===== src/rtl/serial_digit_adder.sv =====
// serial_digit_adder: a + b + cin computed one DIGIT-bit slice per cycle.
// A small carry chain is reused over WIDTH/DIGIT cycles, and the carry
// between slices is held in a register. Valid/ready handshakes are used
// on both sides. Every output is a flop, so no input reaches an output
// through combinational logic.

module serial_digit_adder #(
    parameter int WIDTH = 8,
    parameter int DIGIT = 1
) (
    input  logic             clk,
    input  logic             rst,
    input  logic             in_valid,
    output logic             in_ready,
    input  logic [WIDTH-1:0] a,
    input  logic [WIDTH-1:0] b,
    input  logic             cin,
    output logic             out_valid,
    input  logic             out_ready,
    output logic [WIDTH-1:0] sum,
    output logic             cout,
    output logic             busy
);

    localparam int NCYC = WIDTH / DIGIT;
    localparam int CW   = (NCYC > 1) ? $clog2(NCYC) : 1;
    localparam logic [CW-1:0] LAST = CW'(NCYC - 1);

    // Reject parameter sets where the digits do not tile the operand exactly
    generate
        if (DIGIT < 1 || DIGIT > WIDTH || (WIDTH % DIGIT) != 0) begin : g_bad_params
            $error("serial_digit_adder: DIGIT must divide WIDTH with 1 <= DIGIT <= WIDTH");
        end
    endgenerate

    typedef enum logic [1:0] {
        IDLE,
        RUN,
        DONE
    } state_t;

    state_t           state;
    logic [WIDTH-1:0] a_sh;
    logic [WIDTH-1:0] b_sh;
    logic [WIDTH-1:0] psum;
    logic             carry;
    logic [CW-1:0]    count;
    logic [DIGIT:0]   digit_sum;
    logic [WIDTH-1:0] psum_next;

    // One DIGIT-bit slice: the low digits of both operands plus the running carry
    always_comb begin
        digit_sum = {1'b0, a_sh[DIGIT-1:0]} + {1'b0, b_sh[DIGIT-1:0]} + {{DIGIT{1'b0}}, carry};
    end

    // New digits enter at the MSB end, so after NCYC shifts the first digit sits at bit 0
    generate
        if (DIGIT == WIDTH) begin : g_single_digit
            assign psum_next = digit_sum[DIGIT-1:0];
        end else begin : g_multi_digit
            assign psum_next = {digit_sum[DIGIT-1:0], psum[WIDTH-1:DIGIT]};
        end
    endgenerate

    // Handshake FSM and datapath. The sum/cout registers load only when the last digit completes.
    always_ff @(posedge clk) begin
        if (rst) begin
            state     <= IDLE;
            in_ready  <= 1'b1;
            out_valid <= 1'b0;
            busy      <= 1'b0;
            sum       <= '0;
            cout      <= 1'b0;
            a_sh      <= '0;
            b_sh      <= '0;
            psum      <= '0;
            carry     <= 1'b0;
            count     <= '0;
        end else begin
            case (state)
                IDLE: begin
                    if (in_valid && in_ready) begin
                        a_sh     <= a;
                        b_sh     <= b;
                        carry    <= cin;
                        psum     <= '0;
                        count    <= '0;
                        state    <= RUN;
                        in_ready <= 1'b0;
                        busy     <= 1'b1;
                    end
                end
                RUN: begin
                    a_sh  <= a_sh >> DIGIT;
                    b_sh  <= b_sh >> DIGIT;
                    psum  <= psum_next;
                    carry <= digit_sum[DIGIT];
                    count <= count + CW'(1);
                    if (count == LAST) begin
                        sum       <= psum_next;
                        cout      <= digit_sum[DIGIT];
                        state     <= DONE;
                        out_valid <= 1'b1;
                    end
                end
                DONE: begin
                    if (out_valid && out_ready) begin
                        state     <= IDLE;
                        out_valid <= 1'b0;
                        in_ready  <= 1'b1;
                        busy      <= 1'b0;
                    end
                end
                default: begin
                    state     <= IDLE;
                    in_ready  <= 1'b1;
                    out_valid <= 1'b0;
                    busy      <= 1'b0;
                end
            endcase
        end
    end

endmodule


===== config.mk =====
export PLATFORM = sky130hd
export DESIGN_NAME = serial_digit_adder
export DESIGN_NICKNAME = d
export VERILOG_FILES = /design/src/rtl/serial_digit_adder.sv
export SDC_FILE = /design/constraint.sdc
export NUM_CORES = 1
export LEC_CHECK = 0
export ABC_CLOCK_PERIOD_IN_PS = 1400
export CAP_MARGIN = 10
export CORE_ASPECT_RATIO = 1.2
export CORE_UTILIZATION = 40
export DETAILED_ROUTE_END_ITERATION = 12
export PLACE_DENSITY = 0.71
export SETUP_SLACK_MARGIN = 0.1
export SYNTH_ARGS = -nofsm -noshare
export SYNTH_HDL_FRONTEND = slang
export SYNTH_SLANG_ARGS = --single-unit
export TNS_END_PERCENT = 5

===== constraint.sdc =====
create_clock -name clk -period 1.4 [get_ports clk]
set_input_delay 0.28 -clock clk [delete_from_list [all_inputs] [get_ports clk]]
set_output_delay 0.28 -clock clk [all_outputs]
set_load 0.005 [all_outputs]

==> results.rst <==
.. list-table::
   :header-rows: 1

   * - Metric
     - Value
   * - Hold endpoint
     - sum[5]$_SDFFE_PP0P_
   * - Floorplan die height
     - 74.6 µm
   * - Per-cell routed wire length
     - 13.2 µm
   * - H-Tree Depth
     - 2
   * - Pin count of the biggest net entering global routing
     - 19
   * - Num CTS Buffers
     - 5
   * - Fraction of the yosys area taken by sequential cells
     - 0.467
   * - Cell row count
     - 26
   * - Port-buffer cells
     - 32
   * - Fraction of final layout cells sized beyond drive strength 1
     - 0.233
   * - Sinks on the clock net
     - 41
   * - Final hold vios
     - 0
   * - Max-slew headroom
     - 0.743
   * - Met2 layer usage reported by global route
     - 0.275
   * - Worst R2R End
     - sum[3]$_SDFFE_PP0P_
   * - Number of antenna violations at the first check in global routing
     - 0
   * - Switching power
     - 645 µW
   * - CP Data Required Time
     - 1.62 ns
   * - Unrepaired setup endpoints after global routing
     - yes
   * - Async set-reset flop share out of synthesis
     - 0
   * - Run status
     - completed
   * - First-pass DRT Iterations
     - 4
   * - Total overflow reported by the global router
     - 0
   * - Internal power of the cells
     - 2030 µW
   * - Routed wire length
     - 3.59 mm
   * - Reg2reg setup slack
     - 0.14 ns
   * - Leading cell types in the layout, fill and taps excluded
     - sky130_fd_sc_hd__dfxtp_1 (33), sky130_fd_sc_hd__clkdlybuf4s50_1 (19), sky130_fd_sc_hd__nor2_1 (17)
   * - Worst EP arrival
     - 1.47 ns
   * - Global Route Usage Sum
     - 0.164
   * - Met3 Usage GRT
     - 0.0399
   * - Pins over their slew limit
     - 0
   * - Kind of path behind the tightest hold check
     - flip-flop to flip-flop
   * - Critical hold path startpoint
     - sum[5]$_SDFFE_PP0P_
   * - CTS Hold Bufs
     - 0
   * - Estimated wirelength of the detail-placed design
     - 2.42 mm
   * - Average vias per placed instance
     - 5.18
   * - Root buffer cell
     - sky130_fd_sc_hd__clkbuf_8
   * - Synthesis-to-layout area growth
     - 33.3%
   * - Number of flops mapped to enable cells by yosys
     - 0
   * - Number of distinct standard cells referenced by the synthesized netlist
     - 30
   * - Delay of the slowest critical-path stage
     - 0.33 ns
   * - Syn Std Cell Area
     - 1760 µm²
   * - Cell breakdown of the critical path
     - ha_2 -> ha_4 -> nand3b_1 -> buf_6 -> nand2_1 -> a21oi_2
   * - Initial Util
     - 0.415
   * - Post-synthesis cell count
     - 171
   * - Clock latency of the later-clocked register in the worst-skew pair
     - 0.29 ns
   * - Weighted congestion at the end of routability-driven global placement
     - 0.754
   * - I/O pins
     - 33
   * - Critical path capture point type
     - flip-flop
   * - Crit path max-delay family
     - adder cells
   * - Clock input transition at the sequential cells of the worst setup and hold paths
     - 0.08 ns
   * - Leak Pwr
     - 0.00100 µW
   * - Most common library cell in the layout ignoring fill and taps
     - sky130_fd_sc_hd__dfxtp_1
   * - DRC
     - 0
   * - Yosys warning count
     - 0
   * - Floorplan die area
     - 4660 µm²
   * - Number of synthesized register bits
     - 41
   * - Critical R2R Launch
     - count[0]$_SDFFE_PP0P_
   * - Antenna Diode Count
     - 0
   * - Sort of element at the start of the critical path
     - flip-flop
   * - Post-synthesis average cell area
     - 10.3 µm²
   * - Area of the core region
     - 4230 µm²
   * - Drt first-iter violations
     - 71
   * - Total power density per cell area
     - 1140 nW/µm²
   * - Horizontal die dimension
     - 62.5 µm
   * - Met1 layer usage reported by global route
     - 0.205
   * - Clock power share
     - 0.368
   * - Sequential group share of total power
     - 0.478
   * - Clk buf depth
     - 2
   * - Clock tree from TritonCTS
     - yes
   * - Setup-violating endpoint count in the final report
     - 0
   * - VDD IR max
     - 688 µV
   * - Crit share post-route
     - 0.897
   * - Worst-case reg-to-reg path depth
     - 6
   * - Final design utilization
     - 0.554
   * - Number of cells traversed by the worst hold path
     - 2
   * - Maximum clock frequency
     - 797 MHz
   * - Shortest period the worst path allows
     - 1.26 ns
   * - Crit Path Category
     - flip-flop to flip-flop
   * - Mapped Nets
     - 195
   * - Biggest fanout along the worst timing path
     - 8
   * - Nets@finish
     - 238
   * - Final clock skew
     - 0.00133 ns
   * - Switch share
     - 0.241
   * - Most heavily used metal layer in global routing
     - met2
   * - Combinational share of power
     - 0.154
   * - Most used flip-flop cell after synthesis
     - sky130_fd_sc_hd__dfxtp_1
   * - Power consumption
     - 2680 µW
   * - Global-route wire length before repair
     - 6.08 mm
   * - Worst path buffer plus inverter count
     - 1
   * - Pin slew with the least headroom to its limit
     - 0.381 ns
   * - Via count
     - 1403
   * - Antenna-violating nets left
     - 0
   * - Via count of the first global-routing pass
     - 1359
   * - Crit path max-delay cell type
     - sky130_fd_sc_hd__dfxtp_1
   * - Max-cap violation count
     - 0
[worst max-delay path by stage]
| stage | depth (start not counted) | slack, ns | from | endpoint |
|---|---|---|---|---|
| floorplan | 5 | 0.14 | count[0]$_SDFFE_PP0P_ | out_valid$_SDFFE_PP0P_ |
| global placement | 4 | -0.18 | in_valid | b_sh[7]$_SDFFE_PP0P_ |
| detailed placement | 5 | -0.20 | in_valid | b_sh[0]$_SDFFE_PP0P_ |
| CTS | 1 | -0.01 | out_valid$_SDFFE_PP0P_ | out_valid |
| global route | 4 | 0.03 | state[1]$_SDFFE_PP0P_ | b_sh[4]$_SDFFE_PP0P_ |
| finish | 6 | 0.14 | count[0]$_SDFFE_PP0P_ | sum[3]$_SDFFE_PP0P_ |
[worst min-delay path: cells and delay by family, from the launching register on]
family             cells  cell delay (ns)
and+or+nand+nor        1             0.05
AOI/OAI and AO/OA      1             0.05
DFF                    1             0.31
[synth_stat cells, types with 2 or more instances]
master | instances | area [µm²]
sky130_fd_sc_hd__dfxtp_1 | 41 | 821
sky130_fd_sc_hd__nor2_1 | 17 | 63.8
sky130_fd_sc_hd__mux2i_1 | 15 | 150
sky130_fd_sc_hd__a21oi_1 | 13 | 65.1
sky130_fd_sc_hd__nand2_1 | 13 | 48.8
sky130_fd_sc_hd__a221oi_2 | 9 | 135
sky130_fd_sc_hd__a22o_1 | 9 | 78.8
sky130_fd_sc_hd__nand3_1 | 9 | 45.0
sky130_fd_sc_hd__a221oi_1 | 7 | 61.3
sky130_fd_sc_hd__clkbuf_1 | 6 | 22.5
sky130_fd_sc_hd__buf_2 | 4 | 20.0
sky130_fd_sc_hd__buf_4 | 3 | 22.5
sky130_fd_sc_hd__nand3b_1 | 3 | 22.5
sky130_fd_sc_hd__a211o_1 | 2 | 17.5
sky130_fd_sc_hd__a211oi_1 | 2 | 15.0
sky130_fd_sc_hd__ha_1 | 2 | 25.0
sky130_fd_sc_hd__inv_1 | 2 | 7.51
sky130_fd_sc_hd__o21ai_0 | 2 | 10.0
[sequential cells by signal (all words and copies together) (netlist names)]
signal / flops
sum: 8
b_sh: 8
in_ready: 1
out_valid: 1
a_sh: 8
state: 2
busy: 1
carry: 1
cout: 1
count: 3
psum: 7
[metal layers]
layer | routed length [µm] | part of all wire | up-vias
li1 | - | - | 718
met1 | 1760 | 0.49 | 650
met2 | 1630 | 0.45 | 27
met3 | 142 | 0.040 | 8
met4 | 53 | 0.015 | 0
met5 | 0 | 0 | -
[final cells by class]
class	count	area [µm²]
Clock buffer	7	86.3
Clock inverter	1	30.0
Fill cell	383	1890
Inverter	2	7.51
Multi-Input combinational cell	113	851
Sequential cell	41	831
Tap cell	56	70.1
Timing Repair Buffer	51	465
[power by group through the flow]
| stage | logic, µW | registers (µW) | clock network [µW] |
|---|---|---|---|
| 6_report | 413 | 1280 | 984 |
| 5_1_grt | 456 | 1290 | 1040 |
| 4_1_cts | 413 | 1280 | 992 |
| 3_5_place_dp | 413 | 1310 | 0 |
| 3_3_place_gp | 408 | 1310 | 0 |
| 2_1_floorplan | 289 | 1290 | 0 |
[kinds of logic (layout without fill, tap and decap cells)]
| kind of cell | after synthesis | after routing | synth area share |
|---|---|---|---|
| compound gates | 47 | 47 | 0.234 |
| fa+ha+maj | 3 | 3 | 0.0256 |
| buf+inv | 17 | 61 | 0.0591 |
| flops | 41 | 41 | 0.467 |
| mux | 16 | 16 | 0.0919 |
| simple gates | 47 | 47 | 0.122 |
[through the flow]
stage / instances / instance area, µm² / setup slack [ns] / hold slack [ns] / setup TNS (ns)
global route: 271 / 2340 / 0.0334 / 0.479 / 0
CTS: 271 / 2330 / -0.0104 / 0.461 / -0.0104
global placement: 263 / 2190 / -0.178 / 0.446 / -4.90
finish: 271 / 2340 / 0.145 / 0.458 / 0
detailed placement: 263 / 2190 / -0.204 / 0.450 / -5.19
floorplan: 171 / 1760 / 0.135 / 0.420 / 0
[repair_timing]
action                     in CTS  in global routing
gates resized for setup        23                  5
setup endpoints to repair      32                 40
pin swaps                       0                  1
buffers inserted                0                  0
gates cloned                    0                  0
Note: power is estimated with default switching activity, not from simulation.
